--- config.mk ---
export PLATFORM = sky130hd
export DESIGN_NAME = osc_startup_seq
export DESIGN_NICKNAME = d
export VERILOG_FILES = /design/src/rtl/osc_startup_seq.sv
export SDC_FILE = /design/constraint.sdc
export NUM_CORES = 1
export LEC_CHECK = 0
export ABC_CLOCK_PERIOD_IN_PS = 3500
export CORE_MARGIN = 5
export CORE_UTILIZATION = 55
export DETAILED_ROUTE_END_ITERATION = 8
export PLACE_DENSITY = 0.76
export SLEW_MARGIN = 20
export SYNTH_ARGS = -nofsm -noshare
export SYNTH_HDL_FRONTEND = slang
export SYNTH_SLANG_ARGS = --single-unit
--- constraint.sdc ---
create_clock -name clk_i -period 3.5 [get_ports clk_i]
set_input_delay 0.875 -clock clk_i [delete_from_list [all_inputs] [get_ports clk_i]]
set_output_delay 0.875 -clock clk_i [all_outputs]
set_load 0.005 [all_outputs]
--- src/rtl/osc_startup_seq.sv ---
// Oscillator start-up sequencer: counts monitored-clock edges over fixed windows,
// qualifies the clock after GOOD_REQ consecutive in-range windows and latches faults.
module osc_startup_seq #(
  parameter int unsigned WINDOW   = 1000,
  parameter int unsigned CW       = 16,
  parameter int unsigned EXP_MIN  = 18,
  parameter int unsigned EXP_MAX  = 22,
  parameter int unsigned GOOD_REQ = 4
) (
  input  logic          clk_i,
  input  logic          reset_n_i,
  input  logic          mon_clk_i,
  input  logic          enable_i,
  input  logic          fault_clr_i,
  output logic          clk_ok_o,
  output logic          rst_out_n_o,
  output logic          fault_o,
  output logic [CW-1:0] last_count_o,
  output logic          cnt_valid_o
);

  localparam int unsigned   WW       = (WINDOW > 2) ? $clog2(WINDOW) : 1;
  localparam logic [WW-1:0] WIN_LOAD = WW'(WINDOW - 1);
  localparam logic [CW-1:0] CNT_SAT  = {CW{1'b1}};
  localparam logic [CW-1:0] CNT_MIN  = CW'(EXP_MIN);
  localparam logic [CW-1:0] CNT_MAX  = CW'(EXP_MAX);
  localparam logic [3:0]    GOOD_TGT = 4'(GOOD_REQ);

  typedef enum logic [1:0] {
    ST_IDLE  = 2'd0,
    ST_WAIT  = 2'd1,
    ST_RUN   = 2'd2,
    ST_FAULT = 2'd3
  } state_t;

  state_t        state_q;
  logic [2:0]    sync_q;
  logic          sync_prev_q;
  logic [WW-1:0] win_q;
  logic [CW-1:0] edge_cnt_q;
  logic [3:0]    good_run_q;
  logic          clk_ok_q;
  logic          rst_out_n_q;
  logic          fault_q;
  logic [CW-1:0] last_count_q;
  logic          cnt_valid_q;

  logic          mon_rise_d;
  logic          win_end_d;
  logic [CW-1:0] count_d;
  logic          good_d;
  logic [3:0]    good_run_inc_d;
  logic          qualify_d;

  // Edge detect, saturating window count (including an edge on the window-end cycle) and judgement.
  always_comb begin
    mon_rise_d = sync_q[2] & ~sync_prev_q;
    win_end_d  = (win_q == {WW{1'b0}});
    if (mon_rise_d && (edge_cnt_q != CNT_SAT)) begin
      count_d = edge_cnt_q + CW'(1);
    end else begin
      count_d = edge_cnt_q;
    end
    good_d         = (count_d >= CNT_MIN) && (count_d <= CNT_MAX);
    good_run_inc_d = good_run_q + 4'd1;
    qualify_d      = (good_run_inc_d >= GOOD_TGT);
  end

  // Synchronizer, window engine and sequencer state with registered outputs.
  always_ff @(posedge clk_i) begin
    if (!reset_n_i) begin
      state_q      <= ST_IDLE;
      sync_q       <= 3'b000;
      sync_prev_q  <= 1'b0;
      win_q        <= {WW{1'b0}};
      edge_cnt_q   <= {CW{1'b0}};
      good_run_q   <= 4'd0;
      clk_ok_q     <= 1'b0;
      rst_out_n_q  <= 1'b0;
      fault_q      <= 1'b0;
      last_count_q <= {CW{1'b0}};
      cnt_valid_q  <= 1'b0;
    end else begin
      sync_q      <= {sync_q[1:0], mon_clk_i};
      sync_prev_q <= sync_q[2];
      cnt_valid_q <= 1'b0;
      if (!enable_i) begin
        state_q     <= ST_IDLE;
        win_q       <= {WW{1'b0}};
        edge_cnt_q  <= {CW{1'b0}};
        good_run_q  <= 4'd0;
        clk_ok_q    <= 1'b0;
        rst_out_n_q <= 1'b0;
        fault_q     <= 1'b0;
      end else begin
        // Windows run back to back in every active state, FAULTED included.
        if (state_q != ST_IDLE) begin
          if (win_end_d) begin
            win_q        <= WIN_LOAD;
            edge_cnt_q   <= {CW{1'b0}};
            last_count_q <= count_d;
            cnt_valid_q  <= 1'b1;
          end else begin
            win_q      <= win_q - WW'(1);
            edge_cnt_q <= count_d;
          end
        end
        case (state_q)
          ST_IDLE: begin
            state_q    <= ST_WAIT;
            win_q      <= WIN_LOAD;
            edge_cnt_q <= {CW{1'b0}};
            good_run_q <= 4'd0;
          end
          ST_WAIT: begin
            if (win_end_d) begin
              if (!good_d) begin
                good_run_q <= 4'd0;
              end else if (qualify_d) begin
                state_q     <= ST_RUN;
                good_run_q  <= 4'd0;
                clk_ok_q    <= 1'b1;
                rst_out_n_q <= 1'b1;
              end else begin
                good_run_q <= good_run_inc_d;
              end
            end
          end
          ST_RUN: begin
            if (win_end_d && !good_d) begin
              state_q     <= ST_FAULT;
              clk_ok_q    <= 1'b0;
              rst_out_n_q <= 1'b0;
              fault_q     <= 1'b1;
            end
          end
          ST_FAULT: begin
            // Clearing restarts qualification with a fresh window, overriding any window-end reload.
            if (fault_clr_i) begin
              state_q    <= ST_WAIT;
              good_run_q <= 4'd0;
              win_q      <= WIN_LOAD;
              edge_cnt_q <= {CW{1'b0}};
              fault_q    <= 1'b0;
            end
          end
          default: begin
            state_q     <= ST_IDLE;
            clk_ok_q    <= 1'b0;
            rst_out_n_q <= 1'b0;
            fault_q     <= 1'b0;
          end
        endcase
      end
    end
  end

  assign clk_ok_o     = clk_ok_q;
  assign rst_out_n_o  = rst_out_n_q;
  assign fault_o      = fault_q;
  assign last_count_o = last_count_q;
  assign cnt_valid_o  = cnt_valid_q;

endmodule

==> flow_summary.json, run 1 <==
{
  "status": "completed",
  "cp.required_ns": 3.73,
  "vias_per_cell": 5.93,
  "worstMarginPinSlew_ns": 0.923,
  "hpwl_mm": 5.60,
  "drtIter0Drc": 170,
  "fmax_ghz": 0.318,
  "yosys_warnings": 0,
  "finalCritPeriodShare_pct": 89.8,
  "final_antenna_net_count": 0,
  "final_common_cell": "dfxtp_1",
  "fin_setup_tns_ns": 0,
  "cts.sinks": 55,
  "grt_max_degree": 25,
  "synth_area_per_cell_um2": 8.16,
  "mostFrequentLayoutCells": "dfxtp_1, nand2_1, nor2_1",
  "synth-edff-count": 0,
  "post_dp_cell_area_um2": 3380,
  "synth_flop_cell": "dfxtp_1",
  "via_count": 2767,
  "synth-async-reset-ratio_pct": 0,
  "track_usage_pct": 21.7,
  "stdcell_area_um2": 3470,
  "regToRegSetupSlack_ns": 0.36,
  "p_per_area_nw_per_um2": 354,
  "pre_cts_slack_ns": 0.265,
  "ys_seq_elements": 55,
  "start_util_pct": 56.4,
  "netlist_instances": 378,
  "hp-class": "register to register",
  "syn-num-nets": 390,
  "endpoint_kind": "register",
  "total_power_uw": 1230,
  "worstSkewPairLatency_ns": 0.31,
  "rows": 27,
  "grt_setup_unrepaired": "false",
  "wl_mm": 7.54,
  "die_h_um": 84.9,
  "dr.pass1.iters": 4,
  "grt_pass1_vias": 2658,
  "final_max_slew_viol_count": 0,
  "grt_overflow": 0,
  "num_io_pins": 25,
  "leakage_uw": 0.00131,
  "syn-cell-area_um2": 3080,
  "peakVddDrop_mv": 0.288,
  "cts_tree": "yes",
  "hold_violations": 0,
  "antenna_found_initial": 0,
  "clock_path_buffers": 2,
  "postLayoutSetupSlackWorst_ns": 0.356,
  "area_delta_synth_final_pct": 12.5,
  "dieArea_um2": 7210,
  "ctsHtreeMaxLevel": 2,
  "die_w_um": 84.9,
  "worstPathArrival_ns": 3.38,
  "setup_viol": 0,
  "numCtsBuffers": 5,
  "final_layout_size_suffix_gt1_share_pct": 6.33,
  "period_needed_ns": 3.14,
  "nets": 406,
  "skew_ns": 0.00966,
  "drc": 0,
  "n_antenna_cell": 0,
  "crit_fanout": 9,
  "routabilityCongestion": 0.923,
  "root_buffer": "clkbuf_8",
  "slew_headroom_pct": 37.9,
  "coreArea_um2": 5470,
  "cts_setup_buffers": 0,
  "maxCapViolCount": 0,
  "portBuffers": 24,
  "wl_per_cell_um": 16.1,
  "start_kind": "register",
  "grt_pass1_wl_mm": 12.9,
  "yosysSeqAreaShare_pct": 35.7,
  "path_clk_slew_ns": 0.10,
  "post-route-util_pct": 63.4,
  "critPathKind": "register to register",
  "netlist-cell-type-count": 58
}
-- worst paths after layout --
check | cells past startpoint | startpoint | endpoint
max | 9 | edge_cnt_q[0]$_SDFF_PN0_ | state_q[0]$_SDFFE_PN0P_
min | 1 | sync_q[0]$_SDFF_PN0_ | sync_q[1]$_SDFF_PN0_
min reg2reg | 1 | sync_q[0]$_SDFF_PN0_ | sync_q[1]$_SDFF_PN0_
max reg2reg | 9 | edge_cnt_q[0]$_SDFF_PN0_ | state_q[0]$_SDFFE_PN0P_
-- final cells by class --
cell class,instances,area [um2]
Tap cell,72,90.1
Clock inverter,1,5.00
Sequential cell,55,1100
Clock buffer,7,76.3
Multi-Input combinational cell,290,1850
Fill cell,513,2000
Inverter,9,33.8
Timing Repair Buffer,33,308
-- routing by layer --
metal  global-route usage, %  wire length (um)
met2                    35.7              3500
met3                    3.50               302
met1                    29.9              3590
met4                    5.47               148
met5                       0                 0
-- state kept, by name (all words and copies together) (netlist names), 2 cells and up --
name	flops
win_q	10
sync_q	3
edge_cnt_q	16
last_count_o	16
state_q	2
good_run_q	4
-- stage by stage --
| stage | hold WS, ns | cells |
|---|---|---|
| 2_1_floorplan | 0.412 | 378 |
| 3_3_place_gp | 0.428 | 459 |
| 3_5_place_dp | 0.426 | 459 |
| 4_1_cts | 0.457 | 467 |
| 5_1_grt | 0.481 | 467 |
| 6_report | 0.453 | 467 |
-- cells in the mapped netlist (4+ instances only) --
cell | count | share of area, %
dfxtp_1 | 55 | 36
nand2_1 | 40 | 4.9
nor2_1 | 35 | 4.3
a21oi_1 | 29 | 4.7
clkbuf_1 | 15 | 1.8
xnor2_1 | 15 | 4.3
nor3_1 | 14 | 2.3
inv_1 | 9 | 1.1
and2_1 | 8 | 1.6
and3_1 | 8 | 1.6
buf_2 | 8 | 1.3
nand3_1 | 8 | 1.3
o211a_1 | 8 | 2.6
a31oi_1 | 7 | 1.4
ha_1 | 7 | 2.8
nor4_1 | 7 | 1.4
o21ai_0 | 7 | 1.1
or3_1 | 7 | 1.4
nor2b_1 | 6 | 1.2
xor2_1 | 6 | 1.7
a22oi_1 | 5 | 1.2
nand2b_1 | 5 | 1.0
nand4_1 | 5 | 1.0
a211oi_1 | 4 | 0.97
a21o_1 | 4 | 0.97
mux2i_1 | 4 | 1.3
or4_1 | 4 | 0.97
-- critical path: stages (launching register included) --
cell,delay (ns)
dfxtp_1,0.50
ha_1,0.26
nand3_1,0.24
or4_1,0.67
nand4_1,0.12
o21ai_1,0.08
mux2i_1,0.16
or4_1,0.56
a31oi_2,0.26
mux2i_1,0.21
-- logic make-up (layout without fill, tap and decap cells) --
group                      count (synthesis)  count (layout)  synth area share [%]
xor gates and xnor gates                  21              21                  5.96
muxes                                      4               4                  1.30
buffers and inverters                     33              50                  4.46
and+or+nand+nor                          169             169                  29.9
AOI/OAI and AO/OA                         89              89                  19.8
DFF                                       55              55                  35.7
adders and majority gates                  7               7                  2.84
-- report_power, final --
part	leakage (uW)	internal (uW)	total, uW	switching, uW
clock	0.0000422	141	342	201
sequential	0.000446	648	666	18.4
combinational	0.000817	88.5	218	129
-- what timing repair did --
action | 4_1_cts | 5_1_grt
endpoints found under the setup margin | 0 | 2
hold buffers | 0 | 0
gates resized for setup | 0 | 1
No activity file was read; power rests on OpenSTA's default activity.
==> run 2: changes to the inputs <==
--- a/config.mk
+++ b/config.mk
@@ -5,6 +5,7 @@
 export SDC_FILE = /design/constraint.sdc
 export NUM_CORES = 1
 export LEC_CHECK = 0
+export ABC_AREA = 0
 export ABC_CLOCK_PERIOD_IN_PS = 3500
 export CORE_MARGIN = 5
 export CORE_UTILIZATION = 55
==> results of run 2 <==
Same layout as run 1: the final DEF is identical, and so are final timing and power.
==> run 3: changes to the inputs <==
--- a/config.mk
+++ b/config.mk
@@ -10,7 +10,8 @@
 export CORE_MARGIN = 5
 export CORE_UTILIZATION = 55
 export DETAILED_ROUTE_END_ITERATION = 8
-export PLACE_DENSITY = 0.76
+export DONT_BUFFER_PORTS = 1
+export PLACE_DENSITY = 0.7
 export SLEW_MARGIN = 20
 export SYNTH_ARGS = -nofsm -noshare
 export SYNTH_HDL_FRONTEND = slang
==> flow_summary.json, run 3 (same netlist as run 1, synthesis figures left out) <==
{
  "status": "completed",
  "portBuffers": 0,
  "vias_per_cell": 5.96,
  "p_per_area_nw_per_um2": 391,
  "endpoint_kind": "register",
  "cts.sinks": 55,
  "nets": 379,
  "grt_overflow": 0,
  "hp-class": "register to register",
  "drtIter0Drc": 162,
  "peakVddDrop_mv": 0.224,
  "hpwl_mm": 5.14,
  "root_buffer": "clkbuf_8",
  "final_layout_size_suffix_gt1_share_pct": 5.99,
  "grt_pass1_vias": 2557,
  "grt_pass1_wl_mm": 12.1,
  "post-route-util_pct": 59.0,
  "grt_setup_unrepaired": "false",
  "layoutNonFillerInstCount": 439,
  "wl_mm": 6.89,
  "dr.pass1.iters": 4,
  "numCtsBuffers": 5,
  "final_antenna_net_count": 0,
  "via_count": 2615,
  "worstMarginPinSlew_ns": 0.939,
  "worstSkewPairLatency_ns": 0.31,
  "start_util_pct": 56.4,
  "worstPathArrival_ns": 3.37,
  "cts_tree": "yes",
  "die_h_um": 84.9,
  "setup_viol": 0,
  "cp.required_ns": 3.74,
  "slowest_stage": "or4_1",
  "mostFrequentLayoutCells": "dfxtp_1, nand2_1, nor2_1",
  "coreArea_um2": 5470,
  "cp_cell_sequence": "ha_1 -> nand3_1 -> or4_1 -> nand4_1 -> o21ai_1 -> mux2i_1 -> or4_1 -> a31oi_2 -> mux2i_1",
  "rows": 27,
  "final_max_slew_viol_count": 0,
  "post-place-cells": 432,
  "fmax_ghz": 0.319,
  "dieArea_um2": 7210,
  "critPathMaxStageDelay_ns": 0.67,
  "multi_input_area_um2": 1850,
  "period_needed_ns": 3.13,
  "nFillCells": 498,
  "grt_max_degree": 25,
  "hold_violations": 0,
  "routabilityCongestion": 0.955,
  "finalCritPeriodShare_pct": 89.5,
  "n_antenna_cell": 0,
  "ctsHtreeMaxLevel": 2,
  "hold_buffers": 0,
  "critPathKind": "register to register",
  "path_clk_slew_ns": 0.10,
  "slew_headroom_pct": 36.9,
  "clock_path_buffers": 2,
  "final-seq-area_um2": 1100,
  "skew_ns": 0.0117,
  "wl_per_cell_um": 15.7,
  "start_kind": "register",
  "antenna_found_initial": 0,
  "num_io_pins": 25,
  "drc": 0,
  "area_delta_synth_final_pct": 4.62,
  "leakage_uw": 0.00121,
  "crit_fanout": 9,
  "fin_setup_tns_ns": 0,
  "die_w_um": 84.9,
  "final_common_cell": "dfxtp_1",
  "track_usage_pct": 20.1,
  "maxCapViolCount": 0
}
==> run 3: metrics by stage <==
stage / hold slack (ns) / area [um2] / total power, uW / setup WS [ns]
floorplan: 0.412 / 3080 / 825 / 0.709
global placement: 0.413 / 3120 / 868 / 0.382
detailed placement: 0.419 / 3120 / 870 / 0.228
CTS: 0.442 / 3220 / 1280 / 0.214
global route: 0.468 / 3230 / 1330 / 0.0799
finish: 0.439 / 3230 / 1260 / 0.368
==> run 3: where the power goes <==
| group | switching (uW) | total, uW | internal (uW) |
|---|---|---|---|
| Sequential | 20.3 | 668 | 648 |
| Clock | 195 | 405 | 210 |
| Combinational | 117 | 188 | 71.2 |
| Total | 333 | 1260 | 929 |
==> run 3: routing by layer <==
layer | up-vias | GRT usage, % | share of wire (%)
met2 | 57 | 34.1 | 48
met1 | 1212 | 26.5 | 47
met4 | 0 | 5.47 | 1.1
met5 | - | 0 | 0
li1 | 1337 | - | -
met3 | 9 | 3.40 | 4.7
==> run 3: repair_timing <==
item / in CTS / in global routing
buffers inserted: 0 / 0
gates resized for setup: 0 / 1
endpoints found under the setup margin: 0 / 2
==> run 3: area by class of cell <==
cell class | count | area share, %
Clock inverter | 1 | 0.931
Sequential cell | 55 | 34.1
Inverter | 9 | 1.05
Multi-Input combinational cell | 290 | 57.5
Tap cell | 72 | 2.79
Timing Repair Buffer | 6 | 1.40
Clock buffer | 6 | 2.25
==> run 3: final timing paths <==
check | depth (start not counted) | from | endpoint | slack, ns
min | 1 | sync_q[0]$_SDFF_PN0_ | sync_q[1]$_SDFF_PN0_ | 0.44
min reg2reg | 1 | sync_q[0]$_SDFF_PN0_ | sync_q[1]$_SDFF_PN0_ | 0.44
max | 9 | edge_cnt_q[0]$_SDFF_PN0_ | state_q[1]$_SDFFE_PN0P_ | 0.37
max reg2reg | 9 | edge_cnt_q[0]$_SDFF_PN0_ | state_q[1]$_SDFFE_PN0P_ | 0.37
==> run 3: critical path, delay by kind of cell (launching register included) <==
family	cells	cell delay, ns
compound gates	2	0.36
fa+ha+maj	1	0.26
flops	1	0.49
mux	2	0.39
simple gates	4	1.58
